**src/rtl/dp_pkg.sv**
```systemverilog
// Shared types and defaults for the dot-product execution stage.
// The state encoding is also exposed on the debug/LED port, so its values are fixed.
package dp_pkg;

    typedef enum logic [1:0] {
        ST_IDLE  = 2'd0,
        ST_RUN   = 2'd1,
        ST_DRAIN = 2'd2,
        ST_DONE  = 2'd3
    } dp_state_t;

    localparam int DEF_DATA_WIDTH = 8;
    localparam int DEF_ACC_WIDTH  = 24;
    localparam int DEF_DEPTH      = 8;

    // Counters must be able to hold the value DEPTH itself, not just DEPTH-1.
    function automatic int count_width(input int depth);
        return $clog2(depth + 1);
    endfunction

endpackage

```
**src/rtl/dot_product_engine_mac_pipe.sv**
```systemverilog
// Three-stage unsigned multiply-accumulate: operand capture, multiply, accumulate.
// Each stage carries a valid bit, so bubbles pass through without touching the accumulator.
module mac_pipe
    import dp_pkg::*;
#(
    parameter int DATA_WIDTH = DEF_DATA_WIDTH,
    parameter int ACC_WIDTH  = DEF_ACC_WIDTH,
    parameter int CNT_WIDTH  = count_width(DEF_DEPTH)
) (
    input  logic                  clk,
    input  logic                  rst_n,
    input  logic                  clear,
    input  logic                  issue,
    input  logic [DATA_WIDTH-1:0] a_q,
    input  logic [DATA_WIDTH-1:0] b_q,
    output logic [ACC_WIDTH-1:0]  acc,
    output logic [CNT_WIDTH-1:0]  acc_count,
    output logic                  acc_fire
);

    localparam int PROD_WIDTH = 2 * DATA_WIDTH;

    logic                  issue_d_reg;
    logic                  v1_reg;
    logic                  v2_reg;
    logic [DATA_WIDTH-1:0] op_a_reg;
    logic [DATA_WIDTH-1:0] op_b_reg;
    logic [PROD_WIDTH-1:0] prod_reg;
    logic [ACC_WIDTH-1:0]  acc_reg;
    logic [CNT_WIDTH-1:0]  count_reg;
    logic [PROD_WIDTH-1:0] op_a_ext;
    logic [PROD_WIDTH-1:0] op_b_ext;

    assign op_a_ext = {{DATA_WIDTH{1'b0}}, op_a_reg};
    assign op_b_ext = {{DATA_WIDTH{1'b0}}, op_b_reg};

    // FIFO data lags the pop by one cycle, so issue is delayed to line up with a_q/b_q.
    always_ff @(posedge clk or negedge rst_n) begin
        if (!rst_n) begin
            issue_d_reg <= 1'b0;
            v1_reg      <= 1'b0;
            v2_reg      <= 1'b0;
            op_a_reg    <= '0;
            op_b_reg    <= '0;
            prod_reg    <= '0;
            acc_reg     <= '0;
            count_reg   <= '0;
        end else if (clear) begin
            issue_d_reg <= 1'b0;
            v1_reg      <= 1'b0;
            v2_reg      <= 1'b0;
            acc_reg     <= '0;
            count_reg   <= '0;
        end else begin
            issue_d_reg <= issue;
            v1_reg      <= issue_d_reg;
            v2_reg      <= v1_reg;
            if (issue_d_reg) begin
                op_a_reg <= a_q;
                op_b_reg <= b_q;
            end
            if (v1_reg) begin
                prod_reg <= op_a_ext * op_b_ext;
            end
            if (v2_reg) begin
                acc_reg   <= acc_reg + ACC_WIDTH'(prod_reg);
                count_reg <= count_reg + CNT_WIDTH'(1);
            end
        end
    end

    assign acc       = acc_reg;
    assign acc_count = count_reg;
    assign acc_fire  = v2_reg;

endmodule

```
**src/rtl/dot_product_engine.sv**
```systemverilog
// Pops paired operands from the A/B FIFOs and reports their dot product over DEPTH pairs.
// Holds the control FSM and issue counter; arithmetic lives in mac_pipe.
module dot_product_engine
    import dp_pkg::*;
#(
    parameter int DATA_WIDTH = DEF_DATA_WIDTH,
    parameter int ACC_WIDTH  = DEF_ACC_WIDTH,
    parameter int DEPTH      = DEF_DEPTH
) (
    input  logic                  clk,
    input  logic                  rst_n,
    input  logic                  start,
    input  logic [DATA_WIDTH-1:0] a_q,
    input  logic                  a_empty,
    output logic                  a_rdreq,
    input  logic [DATA_WIDTH-1:0] b_q,
    input  logic                  b_empty,
    output logic                  b_rdreq,
    output logic [ACC_WIDTH-1:0]  result,
    output logic                  done,
    output logic                  busy,
    output logic [1:0]            state
);

    localparam int                   CNT_WIDTH = count_width(DEPTH);
    localparam logic [CNT_WIDTH-1:0] DEPTH_C   = CNT_WIDTH'(DEPTH);
    localparam logic [CNT_WIDTH-1:0] DEPTH_M1  = CNT_WIDTH'(DEPTH - 1);

    dp_state_t             state_reg;
    dp_state_t             state_next;
    logic [CNT_WIDTH-1:0]  issued_reg;
    logic [CNT_WIDTH-1:0]  acc_count;
    logic                  acc_fire;
    logic                  acc_last;
    logic                  start_ok;
    logic                  rd;

    assign start_ok = start && ((state_reg == ST_IDLE) || (state_reg == ST_DONE));

    assign rd = (state_reg == ST_RUN) && !a_empty && !b_empty && (issued_reg < DEPTH_C);

    // Leave DRAIN on the same edge as the final accumulate so result is valid with done.
    assign acc_last = (acc_count == DEPTH_C) || (acc_fire && (acc_count == DEPTH_M1));

    always_ff @(posedge clk or negedge rst_n) begin
        if (!rst_n) begin
            state_reg  <= ST_IDLE;
            issued_reg <= '0;
        end else begin
            state_reg <= state_next;
            if (start_ok) begin
                issued_reg <= '0;
            end else if (rd) begin
                issued_reg <= issued_reg + CNT_WIDTH'(1);
            end
        end
    end

    always_comb begin
        state_next = state_reg;
        case (state_reg)
            ST_IDLE: begin
                if (start) state_next = ST_RUN;
            end
            ST_RUN: begin
                if (rd && (issued_reg == DEPTH_M1)) state_next = ST_DRAIN;
            end
            ST_DRAIN: begin
                if (acc_last) state_next = ST_DONE;
            end
            ST_DONE: begin
                if (start) state_next = ST_RUN;
            end
            default: state_next = ST_IDLE;
        endcase
    end

    mac_pipe #(
        .DATA_WIDTH (DATA_WIDTH),
        .ACC_WIDTH  (ACC_WIDTH),
        .CNT_WIDTH  (CNT_WIDTH)
    ) u_mac_pipe (
        .clk       (clk),
        .rst_n     (rst_n),
        .clear     (start_ok),
        .issue     (rd),
        .a_q       (a_q),
        .b_q       (b_q),
        .acc       (result),
        .acc_count (acc_count),
        .acc_fire  (acc_fire)
    );

    assign a_rdreq = rd;
    assign b_rdreq = rd;
    assign done    = (state_reg == ST_DONE);
    assign busy    = (state_reg == ST_RUN) || (state_reg == ST_DRAIN);
    assign state   = state_reg;

endmodule

```
**config.mk**
```make
export PLATFORM = sky130hd
export DESIGN_NAME = dot_product_engine
export DESIGN_NICKNAME = d
export VERILOG_FILES = /design/src/rtl/dp_pkg.sv /design/src/rtl/dot_product_engine_mac_pipe.sv /design/src/rtl/dot_product_engine.sv
export SDC_FILE = /design/constraint.sdc
export NUM_CORES = 1
export LEC_CHECK = 0
export CORE_MARGIN = 5
export CORE_UTILIZATION = 55
export CTS_BUF_LIST = sky130_fd_sc_hd__clkbuf_2
export DETAILED_ROUTE_END_ITERATION = 8
export PLACE_DENSITY = 0.76
export SLEW_MARGIN = 25
export SYNTH_ARGS = -nofsm -noshare
export SYNTH_HDL_FRONTEND = slang
export SYNTH_SLANG_ARGS = --single-unit
```
**constraint.sdc**
```tcl
create_clock -name clk -period 6.05 [get_ports clk]
set_input_delay 0.9075 -clock clk [delete_from_list [all_inputs] [get_ports clk]]
set_output_delay 0.9075 -clock clk [all_outputs]
set_load 0.03 [all_outputs]
```
==> metrics.csv <==
metric,value,unit
cts repair resizes,0,
"Primary FF master, synth",dfrtp_1,
endpoints failing hold,0,
Worst EP arrival,5.22,ns
gr ovfl total,0,
core footprint,10400,µm²
reg2reg start,u_mac_pipe.op_b_reg[4]$_DFFE_PN0P_,
CP Max Fanout,9,
CTS Buf Count,9,
die height,114,µm
via count,4505,
Worst-path clk slew,0.18,ns
Antenna diodes,0,
Post-Syn Area,5900,µm²
post-DP HPWL,9.72,mm
Syn Area/Cell,9.47,µm²
residual DRC count,0,
final setup violation count,0,
GRT Util Overall,20.2,%
DR WL/cell,15.2,µm
TritonRoute pass-1 iters,4,
Syn Inst Count,623,
Final Slew Violations,0,
final WL,12.3,mm
setup bufs post-CTS,0,
RSZ-0062 raised after global routing,false,
area grow syn2layout,12.3,%
Worst-Margin Slew,0.852,ns
# fillers,863,
Layout Skew,0.0426,ns
CP startpoint kind,flop,
post-route setup TNS,0,ns
fmax,0.208,GHz
H-Tree Depth,3,
#FFs+latches synth,69,
Critical Path End Type,flop,
initial antenna violation count,0,
reg2reg setup slack,1.24,ns
GPL Wtd Cong,0.928,
hold crit path type,flop to flop,
Rows,37,
largest net degree at the start of global routing,70,
share of cells above drive strength 1,6.98,%
Clock Sink Count,69,
TritonCTS clock tree,yes,
clk buf depth,2,
crit path from,u_mac_pipe.op_b_reg[4]$_DFFE_PN0P_,
register area share after synthesis,29.3,%
initial core utilization,56.6,%
count of cell types in the netlist,65,
number of global-route vias before repair,4568,
WP data required,6.46,ns
Max-cap violations,0,
Die W,114,µm
syn_nets,739,
final-stage net count,785,
I/O Buffers,50,
# hold bufs at CTS,0,
post-DR vias/cell,5.57,
IO Pins,51,
"Min Clock Period, post-route",4.81,ns
yosys warns,0,
global-route wire length before repair,21.3,mm
outcome,"complete, no violations",
max FFs per register,24,
CTS root buf,clkbuf_2,
max_slew headroom,43.0,%
DRT iter0 DRCs,184,
clk_lat worst skew,0.54,ns
Post-synth EDFFs,0,
WS Path Type,flop to flop,
remaining antenna violation count after routing,0,
DIE AREA,12900,µm²
Final Cycle Share,79.5,%
Async SR Flop Fraction,100,%
hold path startpoint,u_mac_pipe.prod_reg[6]$_DFFE_PN0P_,
## cell type report
cell class                      instances  area, µm²  share of cell area [%]
Tap cell                              136        170                    2.57
Multi-Input combinational cell        467       3820                    57.7
Sequential cell                        69       1730                    26.1
Clock inverter                          5       76.3                    1.15
Clock buffer                           10       50.0                   0.756
Timing Repair Buffer                   54        526                    7.93
Inverter                               68        255                    3.85
## per-stage QoR
stage / cell area [µm²] / hold WS [ns] / utilization [%] / setup WS (ns) / std cells
after floorplan: 5900 / 0.453 / - / 1.60 / 623
after global placement: 6500 / 0.477 / 62.4 / 1.51 / 794
after detailed placement: 6500 / 0.479 / 62.4 / 1.31 / 794
after CTS: 6620 / 0.509 / 63.6 / 1.29 / 809
after global routing: 6620 / 0.532 / 63.6 / 1.12 / 809
final: 6620 / 0.503 / 63.6 / 1.24 / 809
## synthesized netlist by cell type, types with 10 or more instances
cell type	count	share of area, %
xor2_1	11	1.6
inv_1	67	4.3
mux2_2	18	3.4
and2_1	48	5.1
nand2b_1	10	1.1
a21oi_1	22	1.9
fa_1	37	13
clkbuf_1	12	0.76
xnor2_1	11	1.6
mux2i_1	17	2.9
dfrtp_1	69	29
o21ai_0	35	3.0
ha_1	58	12
nand2_1	66	4.2
nor2_1	34	2.2
## cell families (layout without fill, tap and decap cells)
logic type	after synthesis	in the layout	share of synthesized area [%]
and+or+nand+nor	206	206	18.2
buffers and inverters	87	137	6.00
adders and majority gates	95	95	24.9
AOI/OAI and AO/OA	108	108	11.9
xor gates and xnor gates	22	22	3.27
muxes	36	36	6.51
DFF	69	69	29.3
## critical path, stage by stage, from the launching register on
cell	delay, ns
dfrtp_1	0.50
and2_1	0.22
fa_1	0.53
inv_1	0.05
fa_1	0.47
inv_1	0.05
fa_1	0.53
inv_1	0.06
fa_1	0.53
inv_1	0.04
ha_1	0.33
nor4_1	0.35
a21oi_1	0.13
a31o_2	0.28
a2111oi_2	0.41
or4_1	0.17
nand3_1	0.06
## metal layers
layer	share of wire (%)	routed length, µm	GRT usage [%]
met1	45	5510	25.7
met2	49	6050	34.9
met3	3.7	459	3.61
met4	2.2	271	6.41
met5	0	0	0
## layout by cell type (no fill, tap or decap), drive strengths merged, types with 10 or more instances in the layout
master	Yosys	layout
clkdlybuf4s50	0	49
nor2	34	34
xnor2	11	11
and2	48	48
mux2	19	19
mux2i	17	17
nand2	66	66
o21ai	38	38
a21oi	23	23
inv	67	67
xor2	11	11
nand3	10	10
ha	58	58
dfrtp	69	69
clkbuf	12	10
nand2b	10	10
fa	37	37
## worst paths after layout
path                                                  endpoint  depth (start not counted)
max                        u_mac_pipe.prod_reg[14]$_DFFE_PN0P_                         16
min                         u_mac_pipe.prod_reg[6]$_DFFE_PN0P_                          2
max reg2reg                u_mac_pipe.prod_reg[14]$_DFFE_PN0P_                         16
min reg2reg                 u_mac_pipe.prod_reg[6]$_DFFE_PN0P_                          2
max in group asynchronous   u_mac_pipe.op_b_reg[3]$_DFFE_PN0P_                          2
min in group asynchronous  u_mac_pipe.acc_count[3]$_DFFE_PN0P_                          2
Power is not shown: default switching activity piles up to over one toggle a cycle in this logic, so the estimate is an artifact.
